### src/rtl/tdc_capture_ctrl.sv
// Capture sequencer: after arm, waits for a synchronized trigger rising edge and bursts
// DEPTH decimated samples into the sample RAM. Optional macro TRIG_TIMESTAMP_EN prepends an arm-to-trigger timestamp.
module tdc_capture_ctrl #(
  parameter int DEPTH       = 128,
  parameter int SYNC_STAGES = 2
) (
  input  logic        clk,
  input  logic        rst,
  input  logic        arm,
  input  logic        abort,
  input  logic        trigger,
  input  logic [3:0]  decim,
  input  logic [31:0] sample,
  output logic        wen,
  output logic [7:0]  waddr,
  output logic [31:0] wdata,
  output logic        busy,
  output logic        done,
  output logic [7:0]  count
);

  typedef enum logic [1:0] {S_IDLE, S_ARMED, S_CAPTURE, S_DONE} state_t;

`ifdef TRIG_TIMESTAMP_EN
  localparam logic [7:0] BASE = 8'd1;
`else
  localparam logic [7:0] BASE = 8'd0;
`endif
  localparam logic [7:0] LAST_CNT = 8'(DEPTH - 1);

  state_t                 state_q;
  logic [SYNC_STAGES-1:0] sync_q;
  logic                   trig_prev_q;
  logic [3:0]             decim_q;
  logic [3:0]             div_q;
  logic                   wen_q;
  logic [7:0]             waddr_q;
  logic [31:0]            wdata_q;
  logic                   busy_q;
  logic                   done_q;
  logic [7:0]             count_q;
  logic                   trig_edge_d;
`ifdef TRIG_TIMESTAMP_EN
  logic [31:0]            ts_q;
  logic                   ts_pend_q;
`endif

  // The edge flop follows the synchronized trigger in every state, so a level
  // that is already high when ARMED is entered never looks like an edge.
  assign trig_edge_d = sync_q[SYNC_STAGES-1] & ~trig_prev_q;

  always_ff @(posedge clk) begin
    if (rst) begin
      state_q     <= S_IDLE;
      sync_q      <= '0;
      trig_prev_q <= 1'b0;
      decim_q     <= 4'd0;
      div_q       <= 4'd0;
      wen_q       <= 1'b0;
      waddr_q     <= 8'd0;
      wdata_q     <= 32'd0;
      busy_q      <= 1'b0;
      done_q      <= 1'b0;
      count_q     <= 8'd0;
`ifdef TRIG_TIMESTAMP_EN
      ts_q        <= 32'd0;
      ts_pend_q   <= 1'b0;
`endif
    end else begin
      sync_q      <= {sync_q[SYNC_STAGES-2:0], trigger};
      trig_prev_q <= sync_q[SYNC_STAGES-1];
      wen_q       <= 1'b0;
      case (state_q)
        S_IDLE, S_DONE: begin
          if (arm && !abort) begin
            state_q <= S_ARMED;
            count_q <= 8'd0;
            busy_q  <= 1'b1;
            done_q  <= 1'b0;
`ifdef TRIG_TIMESTAMP_EN
            ts_q    <= 32'd0;
`endif
          end
        end
        S_ARMED: begin
`ifdef TRIG_TIMESTAMP_EN
          if (ts_q != 32'hFFFF_FFFF) ts_q <= ts_q + 32'd1;
`endif
          if (abort) begin
            state_q <= S_IDLE;
            busy_q  <= 1'b0;
          end else if (trig_edge_d) begin
            state_q   <= S_CAPTURE;
            decim_q   <= decim;
            div_q     <= 4'd0;
`ifdef TRIG_TIMESTAMP_EN
            ts_pend_q <= 1'b1;
`endif
          end
        end
        S_CAPTURE: begin
          if (abort) begin
            state_q <= S_IDLE;
            busy_q  <= 1'b0;
`ifdef TRIG_TIMESTAMP_EN
          end else if (ts_pend_q) begin
            wen_q     <= 1'b1;
            waddr_q   <= 8'd0;
            wdata_q   <= ts_q;
            ts_pend_q <= 1'b0;
            div_q     <= decim_q;
`endif
          end else if (div_q == 4'd0) begin
            wen_q   <= 1'b1;
            waddr_q <= BASE + count_q;
            wdata_q <= sample;
            count_q <= count_q + 8'd1;
            div_q   <= decim_q;
            if (count_q == LAST_CNT) begin
              state_q <= S_DONE;
              busy_q  <= 1'b0;
              done_q  <= 1'b1;
            end
          end else begin
            div_q <= div_q - 4'd1;
          end
        end
        default: begin
          state_q <= S_IDLE;
          busy_q  <= 1'b0;
          done_q  <= 1'b0;
        end
      endcase
    end
  end

  assign wen   = wen_q;
  assign waddr = waddr_q;
  assign wdata = wdata_q;
  assign busy  = busy_q;
  assign done  = done_q;
  assign count = count_q;

endmodule
### config.mk
export PLATFORM = sky130hd
export DESIGN_NAME = tdc_capture_ctrl
export DESIGN_NICKNAME = d
export VERILOG_FILES = /design/src/rtl/tdc_capture_ctrl.sv
export SDC_FILE = /design/constraint.sdc
export NUM_CORES = 1
export LEC_CHECK = 0
export BUFFER_PORTS_ARGS = -buffer_cell sky130_fd_sc_hd__buf_2
export CAP_MARGIN = 30
export CORE_UTILIZATION = 51
export CTS_BUF_LIST = sky130_fd_sc_hd__clkbuf_8
export DETAILED_ROUTE_END_ITERATION = 16
export PLACE_DENSITY = 0.82
export SETUP_SLACK_MARGIN = 0.5
export SLEW_MARGIN = 20
export SYNTH_ARGS = -nofsm -noshare
export SYNTH_HDL_FRONTEND = slang
export SYNTH_SLANG_ARGS = --single-unit
### constraint.sdc
create_clock -name clk -period 2.94 [get_ports clk]
set_input_delay 0.441 -clock clk [delete_from_list [all_inputs] [get_ports clk]]
set_output_delay 0.441 -clock clk [all_outputs]
set_load 0.01 [all_outputs]
==> metrics.cfg, run 1 <==
[logic_synthesis]
synth_top_family_by_area=simple AND/OR/NAND/NOR gates
syn_nets=360
syn_avg_cell_area_um2=8.13
synthArstFlopShare=0
synth_compound_area_frac=0.178
muxShareOfSynthArea=0.0196
synth_top_area_cell=dfxtp_1
synth_cell_type_count=39
ys_ff_latch=64
seq_area_frac_synth=0.502
synthTopCellsByCount=nand2_1, dfxtp_1, a21oi_1
ys_warn_count=0
postSynthCellCount=314
synth_edf_count=0
dominantRegCellSynth=dfxtp_1
yosysMostFrequentCell=nand2_1
synth_area_um2=2550
synthAdderAreaFrac=0.0245
yosys.area_share.simple=0.231
synth_xor_area_frac=0.00343
synth_top_area_share=0.502
synth.area.top_cells=dfxtp_1, nand2_1, a21oi_1, clkbuf_1, ha_1

[critical_path]
crit_type=reg2reg
start_kind=register
slowest_delay_ns=0.52
r2r_slack_ns=0.64
startpoint=div_q[0]
required_ns=3.19
crit_arrival_ns=2.56
r2r_cells=6
rr_endpoint=count[7]
r2r-start=div_q[0]
worst-path-buf-inv=1
cpLargestDelayFamily=simple AND/OR/NAND/NOR gates
cp_max_fo=14
slowest_stage=or4_1
cp_cell_sequence=inv_1 > ha_1 > or3b_4 > a211o_2 > or4_1 > a21oi_1
crit_path_end=count[7]
path_depth=6
cp-end-kind=register

[routing]
routed-wl-met2_um=2740
met1_length_um=2660
route.met3.wl_um=244
routed_wl_um=5710
wire_per_inst_um=12.2
via_per_inst=5.11
top_layer=met4
ant_nets=0
via_count=2396
drcViolationCount=0
dr.pass1.iters=4
initialDrtViolationCount=123

[global_routing]
grt_pass1_wl_um=8850
track_usage=0.216
grt_max_degree=42
first_global_vias=2045
grt_overflow_total=0
antenna_found_initial=0

[clock_tree]
ctsResizeCount=0
postCtsSetupBuffers=0
root_buffer=clkbuf_8
tritoncts=yes
clk_latency_ns=0.32
h-tree-depth=3
clk_pin_slew_ns=0.07
hold_buffers=0
cts_buffer_depth=2
cts_sinks=64
cts_made_buffers=9

[sta]
drv_slew=0
hold_ws_ns=0.346
fmax_mhz=434
finalSetupViolations=0
fin_worst_skew_ns=0.00622
worstMarginPinSlew_ns=0.787
period_minus_slack_ns=2.30
hold_violations=0
final.period_utilization=0.784
finalSetupTns_ns=0
rsz0062_at_grt=false
relSlewSlack=0.474

[final_layout]
layout-drive-gt1-share=0.286
fin_cells=469
final_util=0.677
final_nets=445
diodes=0
area_growth_pct=26.8

[placement]
place_hpwl_um=3900
placed_cells=455
gp_congestion=0.808
port_buffers=91

[power]
power.leakage_uw=0.00134
pwr_density_cell_nw_per_um2=524
irDropWorstVdd_uv=389
combPwrFrac=0.073
pwr-share-clk=0.405
p_sw_frac=0.228
p_seq_frac=0.522
intPower_uw=1310
p_sw_uw=387

[run_status]
status=complete, no violations

[floorplanning]
chipWidth_um=72.8
rows=25
start_util=0.534
boundaryPins=92
core_area_um2=4790
die_area_um2=5290
die_y_um=72.8

[min_path]
hp-class=in2reg

[flow_run]
drv_cap=0

power groups by stage:
| stage | Clock, uW | Combinational [uW] | Sequential (uW) |
|---|---|---|---|
| 2_1_floorplan | 0 | 70.4 | 907 |
| 3_3_place_gp | 0 | 115 | 905 |
| 3_5_place_dp | 0 | 121 | 906 |
| 4_1_cts | 702 | 123 | 886 |
| 5_1_grt | 741 | 135 | 887 |
| 6_report | 687 | 123 | 886 |
layout make-up:
class / count / area, um2
Clock buffer: 9 / 124
Multi-Input combinational cell: 222 / 1180
Tap cell: 67 / 83.8
Clock inverter: 5 / 50.0
Sequential cell: 64 / 1280
Timing Repair Buffer: 95 / 498
Inverter: 7 / 26.3
Fill cell: 439 / 1550
sequential cells by signal (all words and copies together) (netlist names), 2 cells and up:
name,flops
state_q,2
div_q,4
decim_q,4
count,8
sync_q,2
wdata,32
waddr,8
per-layer routing:
| metal | GRT usage | vias to the layer above |
|---|---|---|
| met5 | 0 | - |
| met4 | 0.102 | 0 |
| met3 | 0.0483 | 8 |
| met2 | 0.371 | 66 |
| met1 | 0.255 | 1096 |
| li1 | - | 1226 |
cells by family (layout without fill, tap and decap cells):
group           after synthesis  count (layout)
buf+inv                      28             116
mux                           5               5
compound gates               79              79
fa+ha+maj                     5               5
simple gates                132             132
xor+xnor                      1               1
flops                        64              64
cells in the final DEF, fill, tap and decap left out, drive strengths merged, types with 4 or more instances in the layout:
master / count
inv: 7
nand2b: 4
o21ai: 8
dfxtp: 64
buf: 95
mux2i: 5
a21oi: 53
or3: 6
ha: 5
nand2: 89
nor2b: 6
clkinv: 4
clkbuf: 9
nor2: 8
worst register-to-register path: stages (launching register included):
cell     delay [ns]
dfxtp_1        0.33
inv_1          0.11
ha_1           0.23
or3b_4         0.44
a211o_2        0.45
or4_1          0.53
a21oi_1        0.15
per-stage QoR:
| step | area [um2] | setup WS, ns | power, uW |
|---|---|---|---|
| 2_1_floorplan | 2550 | 0.882 | 978 |
| 3_3_place_gp | 3030 | 0.716 | 1020 |
| 3_5_place_dp | 3050 | 0.584 | 1030 |
| 4_1_cts | 3230 | 0.579 | 1710 |
| 5_1_grt | 3240 | 0.546 | 1760 |
| 6_report | 3240 | 0.636 | 1700 |
how the worst min path moves through the flow:
| stage | start | to | slack [ns] | cells past startpoint |
|---|---|---|---|---|
| 2_1_floorplan | sync_q[0] | sync_q[1] | 0.41 | 1 |
| 3_3_place_gp | sync_q[0] | sync_q[1] | 0.43 | 1 |
| 3_5_place_dp | sync_q[0] | sync_q[1] | 0.44 | 1 |
| 4_1_cts | sample[16] | wdata[16] | 0.34 | 3 |
| 5_1_grt | sample[11] | wdata[11] | 0.34 | 3 |
| 6_report | sample[8] | wdata[8] | 0.35 | 3 |
No activity file was read; power rests on OpenSTA's default activity.
==> run 2, diff against run 1 <==
--- a/config.mk
+++ b/config.mk
@@ -5,9 +5,10 @@
 export SDC_FILE = /design/constraint.sdc
 export NUM_CORES = 1
 export LEC_CHECK = 0
+export ABC_AREA = 1
 export BUFFER_PORTS_ARGS = -buffer_cell sky130_fd_sc_hd__buf_2
 export CAP_MARGIN = 30
-export CORE_UTILIZATION = 51
+export CORE_UTILIZATION = 52
 export CTS_BUF_LIST = sky130_fd_sc_hd__clkbuf_8
 export DETAILED_ROUTE_END_ITERATION = 16
 export PLACE_DENSITY = 0.82
==> constraint.sdc (replaced) <==
create_clock -name clk -period 2.3 [get_ports clk]
set_input_delay 0.345 -clock clk [delete_from_list [all_inputs] [get_ports clk]]
set_output_delay 0.345 -clock clk [all_outputs]
set_load 0.01 [all_outputs]
==> run 2 against run 1 <==
- routed wire length up 17%
- cell area up 5.9%
- worst setup slack worse by 0.0099 ns
- total power increased by 88%
- die area is 4.2% higher
- sequential share of layout area down 2.2 points
- register-to-register slack is essentially flat
- combinational power rose to 7.2 times the previous value
- synthesized area up 6.3%
- cell count is 12% higher
- clock skew rose by 0.0045 ns
- largest power group unchanged
==> metrics.cfg, run 2 <==
[sta]
finalSetupTns_ns=0  ; unchanged
finalSetupViolations=0  ; unchanged
rsz0062_at_grt=true
relSlewSlack=0.682  ; +0.208
final.period_utilization=0.728  ; -0.0559
fmax_mhz=597  ; +38%
period_minus_slack_ns=1.67  ; -0.630 ns
worstMarginPinSlew_ns=0.476  ; -0.311 ns
hold_violations=0  ; unchanged
hold_ws_ns=0.210  ; -0.136 ns
drv_slew=0  ; unchanged
fin_worst_skew_ns=0.0107  ; +0.00446 ns

[routing]
drcViolationCount=0  ; unchanged
routed_wl_um=6700  ; +17%
initialDrtViolationCount=169  ; +37%
via_per_inst=5.12  ; +0.18%
dr.pass1.iters=5  ; +1
via_count=2687  ; +12%
wire_per_inst_um=12.8  ; +4.9%
ant_nets=0  ; unchanged

[final_layout]
layout-drive-gt1-share=0.260  ; -0.0262
layout_common_cells=buf_2, nand2_1, dfxtp_1, a21oi_1, nand3_1
final_util=0.703  ; +0.0265
final_common_cell=buf_2
area_growth_pct=26.4
diodes=0  ; unchanged
largest_reg_flops=32  ; unchanged
fin_area_um2=3430  ; +5.9%
final_nets=501  ; +13%

[min_path]
hold_start=trigger
hp-class=in2reg

[run_status]
status=complete, no violations

[critical_path]
required_ns=2.54  ; -0.65 ns
startpoint=state_q[1]
r2r-start=state_q[1]
cp-end-kind=register
crit_arrival_ns=1.91  ; -0.65 ns
start_kind=register
cp_max_fo=8  ; -6
crit_type=reg2reg

[logic_synthesis]
synthArstFlopShare=0  ; unchanged
synth_top_family_by_area=simple AND/OR/NAND/NOR gates
synth_top_area_cell=dfxtp_1
yosysMostFrequentCell=nand2_1
synth_area_um2=2720  ; +6.3%
synth.area.top_cells=dfxtp_1, a21oi_1, nand2_1, nand3_1, nor2_1
synth_top_area_share=0.472  ; -0.0298
synth_compound_area_frac=0.137  ; -0.0405
synth_xor_area_frac=0.00968  ; +0.00625
synthTopCellsByCount=nand2_1, dfxtp_1, a21oi_1
muxShareOfSynthArea=0  ; -0.0196
synth_edf_count=0  ; unchanged
postSynthCellCount=366  ; +17%
synthAdderAreaFrac=0.0230  ; -0.00146
ys_warn_count=0  ; unchanged
seq_area_frac_synth=0.472  ; -0.0298
yosys.area_share.simple=0.271  ; +0.0402
synth_cell_type_count=27  ; -31%
dominantRegCellSynth=dfxtp_1
ys_ff_latch=64  ; unchanged
syn_avg_cell_area_um2=7.42  ; -8.8%
syn_nets=412  ; +14%

[clock_tree]
root_buffer=clkbuf_8
cts_made_buffers=9  ; unchanged
clk_pin_slew_ns=0.07  ; about the same
tritoncts=yes
hold_buffers=0  ; unchanged
cts_buffer_depth=2  ; unchanged
clk_latency_ns=0.34  ; +0.02 ns
cts_sinks=64  ; unchanged
h-tree-depth=3  ; unchanged
postCtsSetupBuffers=0  ; unchanged

[global_routing]
antenna_found_initial=0  ; unchanged
grt_max_degree=48  ; +14%
grt_overflow_total=0  ; unchanged
track_usage=0.257  ; +0.0410
first_global_vias=2458  ; +20%
grt_pass1_wl_um=10700  ; +21%

[power]
power.leakage_uw=0.00155  ; +15%
pwr-share-clk=0.324  ; -0.081
irDropWorstVdd_uv=558  ; +43%
total_power_uw=3200  ; +88%
p_sw_uw=1040  ; +170%
intPower_uw=2160  ; +65%
p_sw_frac=0.324  ; +0.0962
combPwrFrac=0.275  ; +0.202
p_seq_frac=0.400  ; -0.122
pwr_density_cell_nw_per_um2=932  ; +78%

[placement]
gp_congestion=0.918  ; +14%
placedInstanceArea_um2=3190  ; +4.5%
place_hpwl_um=4530  ; +16%
port_buffers=91  ; unchanged

[floorplanning]
start_util=0.556  ; +0.0228
core_area_um2=4880  ; +2.0%
die_area_um2=5510  ; +4.2%
chipWidth_um=74.3  ; +2.1%
die_y_um=74.3  ; +2.1%
rows=25  ; unchanged
boundaryPins=92  ; unchanged

[flow_run]
drv_cap=0  ; unchanged

==> run 2: changes by cell type after synthesis, moves of 5 or more <==
cell / change
or3_1: -6
inv_1: +24
nor2b_1: -6
mux2i_1: -5
nand3_1: +46
clkbuf_1: -10
nor2_1: +34
nand2_1: -15
==> run 2: area by class of cell <==
type / instances / area [um2]
clock buffers: 10 / 138
clock inverters: 4 / 71.3
fillers: 415 / 1450
inverters: 34 / 130
multi-input cells: 251 / 1230
flip-flops and latches: 64 / 1280
well taps: 67 / 83.8
repair buffers: 95 / 502
==> run 2: cells by family after synthesis <==
| family | after synthesis |
|---|---|
| xor+xnor | 3 |
| simple gates | 172 |
| buf+inv | 51 |
| flops | 64 |
| compound gates | 71 |
| fa+ha+maj | 5 |
==> run 2: repair_timing <==
action / 4_1_cts / 5_1_grt
resized for setup: 2 / 4
endpoints found under the hold margin: 0 / 0
setup endpoints to repair: 4 / 19
gates cloned: 0 / 0
==> run 2: critical path, stage by stage, from the launching register on <==
cell and delay, ns:
dfxtp_1 0.35, inv_1 0.08, ha_1 0.22, inv_1 0.05, nor2_1 0.24, nand2_2 0.19, o21ai_4 0.14, o21ai_1 0.10
a21oi_1 0.15, nor2_1 0.05
==> run 2: worst paths after layout <==
kind	to	cells past startpoint	slack, ns
worst max register to register	div_q[3]	9	0.63
worst max-delay path	div_q[3]	9	0.63
worst min register to register	sync_q[1]	2	0.41
worst min-delay path	sync_q[0]	3	0.21
==> run 2: metal layers <==
layer	track usage	part of all wire	up-vias
met4	0.124	0.014	0
met2	0.438	0.49	93
met3	0.0610	0.070	10
li1	-	-	1360
met5	0	0	-
met1	0.304	0.42	1224
==> run 2: power by group through the flow <==
stage	clock, uW	sequential [uW]	combinational, uW
after floorplan	0	1330	587
after global placement	0	1300	820
after detailed placement	0	1300	841
after CTS	1050	1280	857
after global routing	1100	1290	990
final	1040	1280	881
==> run 2: through the flow <==
| step | cells | worst slack [ns] |
|---|---|---|
| 2_1_floorplan | 366 | 0.803 |
| 3_3_place_gp | 511 | 0.536 |
| 3_5_place_dp | 511 | 0.440 |
| 4_1_cts | 525 | 0.580 |
| 5_1_grt | 525 | 0.429 |
| 6_report | 525 | 0.626 |
